`config.mk`:
```
export PLATFORM = sky130hd
export DESIGN_NAME = conv_seq
export DESIGN_NICKNAME = d
export VERILOG_FILES = /design/src/rtl/conv_seq_pkg.sv /design/src/rtl/conv_seq_wrap_cnt.sv /design/src/rtl/conv_seq.sv
export SDC_FILE = /design/constraint.sdc
export NUM_CORES = 1
export LEC_CHECK = 0
export ABC_AREA = 1
export CAP_MARGIN = 20
export CORE_MARGIN = 2
export CORE_UTILIZATION = 45
export CTS_CLUSTER_DIAMETER = 200
export CTS_CLUSTER_SIZE = 40
export DETAILED_ROUTE_END_ITERATION = 7
export GPL_TIMING_DRIVEN = 0
export PLACE_DENSITY = 0.75
export SLEW_MARGIN = 20
export SYNTH_ARGS = -nofsm -noshare
export SYNTH_HDL_FRONTEND = slang
export SYNTH_HIERARCHICAL = 1
export SYNTH_SLANG_ARGS = --single-unit
```
`constraint.sdc`:
```
create_clock -name clk -period 2.98 [get_ports clk]
set_clock_uncertainty 0.05 [all_clocks]
set_input_delay 0.596 -clock clk [delete_from_list [all_inputs] [get_ports clk]]
set_output_delay 0.596 -clock clk [all_outputs]
set_load 0.005 [all_outputs]
```
`src/rtl/conv_seq_pkg.sv`:
```
// Shared types and default widths for the convolution loop sequencer.
package conv_seq_pkg;

    localparam int unsigned IDX_W_DEF = 8;
    localparam int unsigned CNT_W_DEF = 32;

    typedef enum logic [1:0] {
        ST_IDLE     = 2'd0,
        ST_ISSUE    = 2'd1,
        ST_WAIT_COL = 2'd2,
        ST_DONE     = 2'd3
    } state_e;

endpackage

```
`src/rtl/conv_seq_wrap_cnt.sv`:
```
// Loop index counter: counts 0..bound-1, wraps to 0, flags its last value.
module wrap_cnt
    import conv_seq_pkg::*;
#(
    parameter int unsigned IDX_W = IDX_W_DEF
) (
    input  logic             clk,
    input  logic             rst_n,
    input  logic             en,
    input  logic             clr,
    input  logic [IDX_W-1:0] bound,
    output logic [IDX_W-1:0] cnt,
    output logic             wrap_c
);

    logic [IDX_W-1:0] last_c;

    // Bound is nonzero whenever the counter is enabled, so bound-1 cannot underflow.
    assign last_c = IDX_W'(bound - IDX_W'(1));
    assign wrap_c = (cnt == last_c);

    always_ff @(posedge clk or negedge rst_n) begin
        if (!rst_n) begin
            cnt <= '0;
        end else if (clr) begin
            cnt <= '0;
        end else if (en) begin
            cnt <= wrap_c ? '0 : IDX_W'(cnt + IDX_W'(1));
        end
    end

endmodule

```
`src/rtl/conv_seq.sv`:
```
// Convolution loop sequencer: walks k/wcha/row indices, handing each set to the
// PE array and then waiting one ifmap row of columns before the next.
module conv_seq
    import conv_seq_pkg::*;
#(
    parameter int unsigned IDX_W = IDX_W_DEF,
    parameter int unsigned CNT_W = CNT_W_DEF
) (
    input  logic             clk,
    input  logic             rst_n,
    input  logic             start,
    input  logic             abort,
    input  logic [IDX_W-1:0] cfg_k,
    input  logic [IDX_W-1:0] cfg_wcha,
    input  logic [IDX_W-1:0] cfg_row,
    input  logic [IDX_W-1:0] cfg_col,
    input  logic             pe_ready,
    output logic             idx_valid,
    output logic [IDX_W-1:0] idx_k,
    output logic [IDX_W-1:0] idx_wcha,
    output logic [IDX_W-1:0] idx_row,
    output logic [IDX_W-1:0] col_cnt,
    output logic             busy,
    output logic             done,
    output logic             cfg_err,
    output logic [CNT_W-1:0] rows_issued
);

    state_e state, state_d;

    logic [IDX_W-1:0] cfg_k_q, cfg_wcha_q, cfg_row_q, cfg_col_q;
    logic [IDX_W-1:0] col_last_c;

    logic cfg_ok_c;
    logic hs_c;
    logic latch_c;
    logic idx_clr_c;
    logic adv_c;
    logic col_clr_c;
    logic col_inc_c;
    logic cfg_err_d;
    logic row_wrap_c, wcha_wrap_c, k_wrap_c, all_wrap_c;

    assign cfg_ok_c   = (cfg_k != '0) && (cfg_wcha != '0) && (cfg_row != '0) && (cfg_col != '0);
    assign col_last_c = IDX_W'(cfg_col_q - IDX_W'(1));
    assign all_wrap_c = row_wrap_c && wcha_wrap_c && k_wrap_c;

    // Row is innermost; each outer counter steps only when all inner ones wrap.
    wrap_cnt #(.IDX_W(IDX_W)) u_row (
        .clk    (clk),
        .rst_n  (rst_n),
        .en     (adv_c),
        .clr    (idx_clr_c),
        .bound  (cfg_row_q),
        .cnt    (idx_row),
        .wrap_c (row_wrap_c)
    );

    wrap_cnt #(.IDX_W(IDX_W)) u_wcha (
        .clk    (clk),
        .rst_n  (rst_n),
        .en     (adv_c && row_wrap_c),
        .clr    (idx_clr_c),
        .bound  (cfg_wcha_q),
        .cnt    (idx_wcha),
        .wrap_c (wcha_wrap_c)
    );

    wrap_cnt #(.IDX_W(IDX_W)) u_k (
        .clk    (clk),
        .rst_n  (rst_n),
        .en     (adv_c && row_wrap_c && wcha_wrap_c),
        .clr    (idx_clr_c),
        .bound  (cfg_k_q),
        .cnt    (idx_k),
        .wrap_c (k_wrap_c)
    );

    always_ff @(posedge clk or negedge rst_n) begin
        if (!rst_n) begin
            state <= ST_IDLE;
        end else begin
            state <= state_d;
        end
    end

    // Next state and per-cycle datapath controls.
    always_comb begin
        state_d   = state;
        hs_c      = 1'b0;
        latch_c   = 1'b0;
        idx_clr_c = 1'b0;
        adv_c     = 1'b0;
        col_clr_c = 1'b0;
        col_inc_c = 1'b0;
        cfg_err_d = 1'b0;

        case (state)
            ST_IDLE: begin
                if (start) begin
                    if (cfg_ok_c) begin
                        state_d   = ST_ISSUE;
                        latch_c   = 1'b1;
                        idx_clr_c = 1'b1;
                        col_clr_c = 1'b1;
                    end else begin
                        cfg_err_d = 1'b1;
                    end
                end
            end
            ST_ISSUE: begin
                if (idx_valid && pe_ready) begin
                    hs_c      = 1'b1;
                    col_clr_c = 1'b1;
                    state_d   = ST_WAIT_COL;
                end
            end
            ST_WAIT_COL: begin
                if (col_cnt == col_last_c) begin
                    col_clr_c = 1'b1;
                    // The final index set is kept on the outputs rather than wrapped.
                    if (all_wrap_c) begin
                        state_d = ST_DONE;
                    end else begin
                        adv_c   = 1'b1;
                        state_d = ST_ISSUE;
                    end
                end else begin
                    col_inc_c = 1'b1;
                end
            end
            ST_DONE: begin
                state_d = ST_IDLE;
            end
            default: begin
                state_d = ST_IDLE;
            end
        endcase

        if (abort) begin
            state_d   = ST_IDLE;
            hs_c      = 1'b0;
            latch_c   = 1'b0;
            idx_clr_c = 1'b0;
            adv_c     = 1'b0;
            col_inc_c = 1'b0;
            col_clr_c = 1'b1;
            cfg_err_d = 1'b0;
        end
    end

    // Latched configuration, column counter, statistics and registered status.
    always_ff @(posedge clk or negedge rst_n) begin
        if (!rst_n) begin
            cfg_k_q     <= '0;
            cfg_wcha_q  <= '0;
            cfg_row_q   <= '0;
            cfg_col_q   <= '0;
            col_cnt     <= '0;
            rows_issued <= '0;
            idx_valid   <= 1'b0;
            busy        <= 1'b0;
            done        <= 1'b0;
            cfg_err     <= 1'b0;
        end else begin
            if (latch_c) begin
                cfg_k_q    <= cfg_k;
                cfg_wcha_q <= cfg_wcha;
                cfg_row_q  <= cfg_row;
                cfg_col_q  <= cfg_col;
            end
            if (col_clr_c) begin
                col_cnt <= '0;
            end else if (col_inc_c) begin
                col_cnt <= IDX_W'(col_cnt + IDX_W'(1));
            end
            if (hs_c) begin
                rows_issued <= CNT_W'(rows_issued + CNT_W'(1));
            end
            idx_valid <= (state_d == ST_ISSUE);
            busy      <= (state_d != ST_IDLE);
            done      <= (state_d == ST_DONE);
            cfg_err   <= cfg_err_d;
        end
    end

endmodule
```
==> impl_metrics.py, run 1 <==
metrics = {
    "synthesis": {
        "synth.top_cell.area_share_pct": 40.6,
        "synth-adder-area-share_pct": 1.79,
        "synth_edf_count": 0,
        "yosysTopAreaCell": "dfrtp_1",
        "synth-simple-area-share_pct": 38.2,
        "synth_seq_area_share_pct": 40.6,
        "synth_cells": 872,
        "synth.most_common_cell": "nand2_1",
        "synth_compound_area_share_pct": 1.97,
        "syn_avg_cell_area_um2": 7.20,
        "synthArstFlopShare_pct": 100,
        "synth_mux_area_share_pct": 0,
        "syn_area_mm2": 0.00628,
        "syn_nets": 918,
        "ys_types": 27,
        "synth_top_family_by_area": "simple AND/OR/NAND/NOR gates",
        "synth-main-ff-cell": "dfrtp_1",
        "synth_xor_xnor_area_share_pct": 9.76,
        "ys_warn_count": 6,
        "ys_seq_elements": 102,
        "synthTopCellsByArea": "dfrtp_1 41%, nand2_1 19%, xor2_1 7.3%, inv_1 6.6%, nand3_1 5.9%",
        "synth_top_cells_by_count": "312 x nand2_1, 110 x inv_1, 102 x dfrtp_1",
    },
    "place": {
        "gp_congestion": 0.878,
        "post-place-cells": 1157,
        "dp_hpwl_mm": 11.2,
        "placedInstanceArea_mm2": 0.00758,
        "portBuffers": 104,
        "dp_slack_ps": -351,
    },
    "critical_path": {
        "cp.arrival_ps": 2930,
        "crit_type": "flip-flop to flip-flop",
        "worst_ep_required_time_ps": 3170,
        "start_kind": "flip-flop",
        "critPathCaptureType": "flip-flop",
        "cp_max_fo": 9,
    },
    "finish": {
        "synthToLayoutAreaGrowth_pct": 27.2,
        "final_nets": 1038,
        "final_cells": 1177,
        "final_layout_size_suffix_gt1_share_pct": 8.03,
        "design_area_mm2": 0.00799,
        "fin_util_pct": 58.0,
    },
    "power": {
        "worst_ir_drop_vdd_v": 0.000290,
        "power_mw": 4.42,
        "power_density_mw_per_mm2": 553,
        "p_leak_nw": 4.18,
    },
    "drt": {
        "postRouteAntennaNets": 0,
        "vias_per_cell": 4.93,
        "drc": 0,
        "vias": 5798,
        "wl_per_cell_um": 13.0,
        "routed_wl_mm": 15.3,
        "dr.pass1.iters": 5,
        "first_iter_violations": 303,
    },
    "timing": {
        "layout_worst_path_cycle_share_pct": 91.8,
        "report.final.slew_viol_count": 0,
        "finalSetupViolCount": 0,
        "fmax_ghz": 0.365,
        "finalWorstSetupSlack_ps": 243,
        "worstMarginPinSlew_ps": 395,
        "fin_crit_ps": 2740,
        "whs_ps": 55.8,
        "slew_headroom_pct": 73.7,
        "hold_violations": 0,
        "tns_ps": 0,
    },
    "global_routing": {
        "grt_overflow": 0,
        "busiest_layer": "met2",
        "met3_usage_pct": 3.51,
        "grt_use_total_pct": 21.3,
        "grt_use_met2_pct": 34.9,
        "use_met1_pct": 28.6,
        "grt_max_degree": 76,
        "antenna_found_initial": 1,
        "grt_pass1_vias": 5323,
        "grt_pass1_wl_mm": 25.2,
    },
    "floorplanning": {
        "top_level_ports": 105,
        "fp.dieW_um": 122,
        "core_mm2": 0.0138,
        "die_height_um": 122,
        "dieArea_mm2": 0.0149,
        "rows": 43,
        "start_util_pct": 45.6,
    },
    "clocking": {
        "cts.sink_count": 102,
        "path_clk_slew_ps": 70,
        "cts_tree": "built",
        "clock_latency_ps": 350,
        "cts_buffer_depth": 2,
        "cts_root_buf": "clkbuf_16",
        "postCtsHoldBufs": 0,
        "numCtsBuffers": 9,
        "h-tree-depth": 3,
    },
    "run_status": {
        "status": "finished clean",
    },
    "worst_hold_path": {
        "hold_path_class": "primary input to asynchronous set/reset pin",
    },
    "run": {
        "max_cap_viol_count": 0,
    },
}
## cell families (layout without fill, tap and decap cells)
| family | after synthesis | after routing |
|---|---|---|
| fa+ha+maj | 9 | 9 |
| flops | 102 | 102 |
| compound gates | 23 | 23 |
| simple gates | 543 | 543 |
| xor+xnor | 70 | 70 |
| other cells | 0 | 1 |
| buf+inv | 125 | 249 |
## final timing paths
path / slack [ps] / from / end / cells after the start
worst min-delay path: 60 / rst_n / u_wcha/cnt[2] / 1
worst max-delay path: 240 / cfg_row_q[0] / u_k/cnt[7] / 20
min in group clk: 430 / rows_issued[31] / rows_issued[31] / 1
worst min register to register: 430 / rows_issued[31] / rows_issued[31] / 1
worst max register to register: 240 / cfg_row_q[0] / u_k/cnt[7] / 20
max in group asynchronous: 2150 / rst_n / rows_issued[6] / 2
## registers in the layout (all words and copies together) (netlist names)
register     cells
done             1
busy             1
cfg_col_q        8
cfg_err          1
state            2
cfg_wcha_q       8
u_row/cnt        8
cfg_k_q          8
col_cnt          8
cfg_row_q        8
rows_issued     32
u_wcha/cnt       8
idx_valid        1
u_k/cnt          8
## cell usage in the layout (no fill, tap or decap), drive strengths merged
master,n
xnor2,18
xor2,52
o21ai,18
diode,1
a21oi,3
nor3b,1
clkinv,2
ha,9
bufinv,2
clkbuf,11
inv,119
a211oi,1
nor2,105
nand2,318
o21bai,1
clkdlybuf4s50,103
nand3,81
dfrtp,102
nor4,3
nand4,16
buf,12
nor3,19
## cell type report
cell class | instances | area, um2
inverters | 118 | 443
well taps | 180 | 225
diodes | 1 | 2.50
repair buffers | 109 | 1110
fillers | 1317 | 5780
clock inverters | 5 | 82.6
plain buffers | 7 | 37.5
multi-input cells | 645 | 3310
clock buffers | 10 | 229
flip-flops and latches | 102 | 2550
## metal layers
metal | routed length, um | share of wire, % | vias up
met3 | 688 | 4.5 | 20
met5 | 0 | 0 | -
met4 | 303 | 2.0 | 0
li1 | - | - | 2937
met1 | 6980 | 46 | 2709
met2 | 7290 | 48 | 132
## where the power goes
part	total, mW	internal, mW	switching (mW)
clock	1.28	0.736	0.541
combinational	1.30	0.597	0.708
sequential	1.84	1.58	0.263
## what timing repair did
item / in CTS / in global routing
pin swaps: 0 / 2
setup buffers: 0 / 4
setup endpoints to repair: 17 / 24
gates resized for setup: 2 / 14
## critical path: stages (launching register included)
cell and delay [ps]:
dfrtp_1 400, inv_1 140, ha_1 260, nand2_1 70, inv_1 30, nor2_1 80
nand2_1 60, nor2_1 150, nand3_1 110, nor2_2 140, nand2_4 100, inv_1 110
nand3_1 150, nand3_2 150, nor2_4 60, nand2_1 90, nor2_2 60, nor2_4 190
nor2_4 80, nand3_1 100, nand2_1 60
Power figures use the tool's default switching activity.
==> run 2, diff against run 1 <==
--- a/config.mk
+++ b/config.mk
@@ -13,6 +13,7 @@
 export CTS_CLUSTER_SIZE = 40
 export DETAILED_ROUTE_END_ITERATION = 7
+export DONT_BUFFER_PORTS = 1
 export GPL_TIMING_DRIVEN = 0
-export PLACE_DENSITY = 0.75
+export PLACE_DENSITY = 0.66
 export SLEW_MARGIN = 20
 export SYNTH_ARGS = -nofsm -noshare
--- a/constraint.sdc
+++ b/constraint.sdc
@@ -3,3 +3,3 @@
 set_input_delay 0.596 -clock clk [delete_from_list [all_inputs] [get_ports clk]]
 set_output_delay 0.596 -clock clk [all_outputs]
-set_load 0.005 [all_outputs]
+set_load 0.02 [all_outputs]
==> impl_metrics.py, run 2 (synthesis results as in run 1) <==
metrics = {
    "run_status": {
        "status": "finished with violations",
        "violations": "hold timing",
    },
    "drt": {
        "drc": 0,
        "first_iter_violations": 247,
        "wl_per_cell_um": 13.4,
        "postRouteAntennaNets": 0,
        "dr.pass1.iters": 4,
        "vias": 5212,
        "routed_wl_mm": 14.3,
        "vias_per_cell": 4.87,
    },
    "floorplanning": {
        "top_level_ports": 105,
        "rows": 43,
        "dieArea_mm2": 0.0149,
        "die_height_um": 122,
        "core_mm2": 0.0138,
        "fp.dieW_um": 122,
        "start_util_pct": 45.6,
    },
    "critical_path": {
        "cp.buffers_inverters": 2,
        "startpoint": "cfg_wcha_q[0]",
        "crit_slowest_cell": "dfrtp_1",
        "critPathCaptureType": "flip-flop",
        "crit_type": "flip-flop to flip-flop",
        "cp_max_fo": 9,
        "timing.critical_path.mode_cell": "nand2_1",
        "r2r-start": "cfg_wcha_q[0]",
        "cp_cell_sequence": "inv_1 > ha_1 > nand2_1 > nand2_1 > nand2_1 > nand2_1 > nor2_2 > nand2_1 > nor2_2 > nand2_4 > inv_1 > nand3_1 > nand3_2 > nor2_4 > nand2_1 > nor2_2 > nor2_4 > nor2_4 > nand3_1 > nand2_1",
        "cp.arrival_ps": 2950,
        "critPathCapture": "u_k/cnt[0]",
        "reg2reg_slack_ps": 270,
        "start_kind": "flip-flop",
        "worst_ep_required_time_ps": 3220,
        "reg2reg_to": "u_k/cnt[0]",
        "crit_family": "simple AND/OR/NAND/NOR gates",
        "cp.depth": 20,
        "max_stage_delay_ps": 390,
        "reg2reg_depth": 20,
    },
    "timing": {
        "worstMarginPinSlew_ps": 501,
        "rsz0062_at_grt": "yes",
        "finalSetupViolCount": 0,
        "whs_ps": -112,
        "fmax_ghz": 0.369,
        "slew_headroom_pct": 66.6,
        "finalWorstSetupSlack_ps": 269,
        "report.final.slew_viol_count": 0,
        "fin_crit_ps": 2710,
        "hold_violations": 102,
        "layout_worst_path_cycle_share_pct": 91.0,
    },
    "global_routing": {
        "antenna_found_initial": 0,
        "grt_pass1_wl_mm": 24.1,
        "grt_max_degree": 103,
        "grt_overflow": 0,
        "grt_pass1_vias": 4975,
        "grt_use_total_pct": 20.4,
    },
    "finish": {
        "layout_common_cells": "312 x nand2_1, 108 x inv_1, 102 x dfrtp_1",
        "n_antenna_cell": 0,
        "regMostFlops": "rows_issued",
        "final_layout_size_suffix_gt1_share_pct": 8.99,
        "largest_reg_flops": 32,
        "synthToLayoutAreaGrowth_pct": 9.54,
        "final_common_cell": "nand2_1",
        "final_nets": 933,
    },
    "clocking": {
        "cts_root_buf": "clkbuf_16",
        "cts_tree": "built",
        "cts.sink_count": 102,
        "cts_buffer_depth": 2,
        "numCtsBuffers": 9,
        "h-tree-depth": 3,
        "clock_latency_ps": 350,
        "path_clk_slew_ps": 70,
    },
    "place": {
        "dp_hpwl_mm": 10.5,
        "dp_slack_ps": -200,
        "portBuffers": 0,
        "gp_congestion": 0.868,
    },
    "worst_hold_path": {
        "hold_path_class": "primary input to asynchronous set/reset pin",
    },
    "power": {
        "power_density_mw_per_mm2": 605,
        "worst_ir_drop_vdd_v": 0.000350,
        "p_leak_nw": 3.76,
    },
    "run": {
        "max_cap_viol_count": 0,
    },
}
## run 2: worst min-delay path by stage
stage                from            end  slack [ps]  depth (start not counted)
detailed placement  rst_n  u_wcha/cnt[2]         250                          0
global route        rst_n     cfg_k_q[3]        -140                          0
global placement    rst_n  u_wcha/cnt[2]         250                          0
finish              rst_n  u_wcha/cnt[1]        -110                          0
floorplan           rst_n           busy         250                          0
CTS                 rst_n  u_wcha/cnt[2]        -130                          0
## run 2: where the power goes
part           internal, mW  switching, mW  total (mW)
Sequential             1.57          0.408        1.98
Clock                 0.667          0.516        1.18
Combinational         0.387          0.608       0.995
## run 2: final cells by class
class	count	area (um2)
well taps	180	225
clock inverters	3	46.3
repair buffers	4	30.0
plain buffers	7	35.0
multi-input cells	645	3310
clock buffers	11	243
flip-flops and latches	102	2550
fillers	1415	6890
inverters	118	443
## run 2: metal layers
metal	GRT usage, %	share of wire [%]	up-vias
met2	34.3	47	114
met3	6.93	6.7	16
met4	6.03	2.0	0
met1	24.8	44	2368
li1	-	-	2714
met5	0	0	-
## run 2: timing repair
action	CTS	global route
resized for setup	5	12
setup buffers	0	4
endpoints found under the hold margin	102	102
gates cloned	0	0
setup endpoints to repair	19	24
pin swaps	0	4
## run 2: through the flow
stage / cells / setup TNS [ps] / util (%) / total power, mW / cell area (um2)
floorplan: 872 / 0 / - / 2.75 / 6280
global placement: 1052 / -1630 / 47.2 / 2.96 / 6510
detailed placement: 1052 / -1870 / 47.2 / 2.98 / 6510
CTS: 1066 / 0 / 49.5 / 4.19 / 6810
global route: 1070 / -23.8 / 50.0 / 4.47 / 6880
finish: 1070 / 0 / 50.0 / 4.16 / 6880
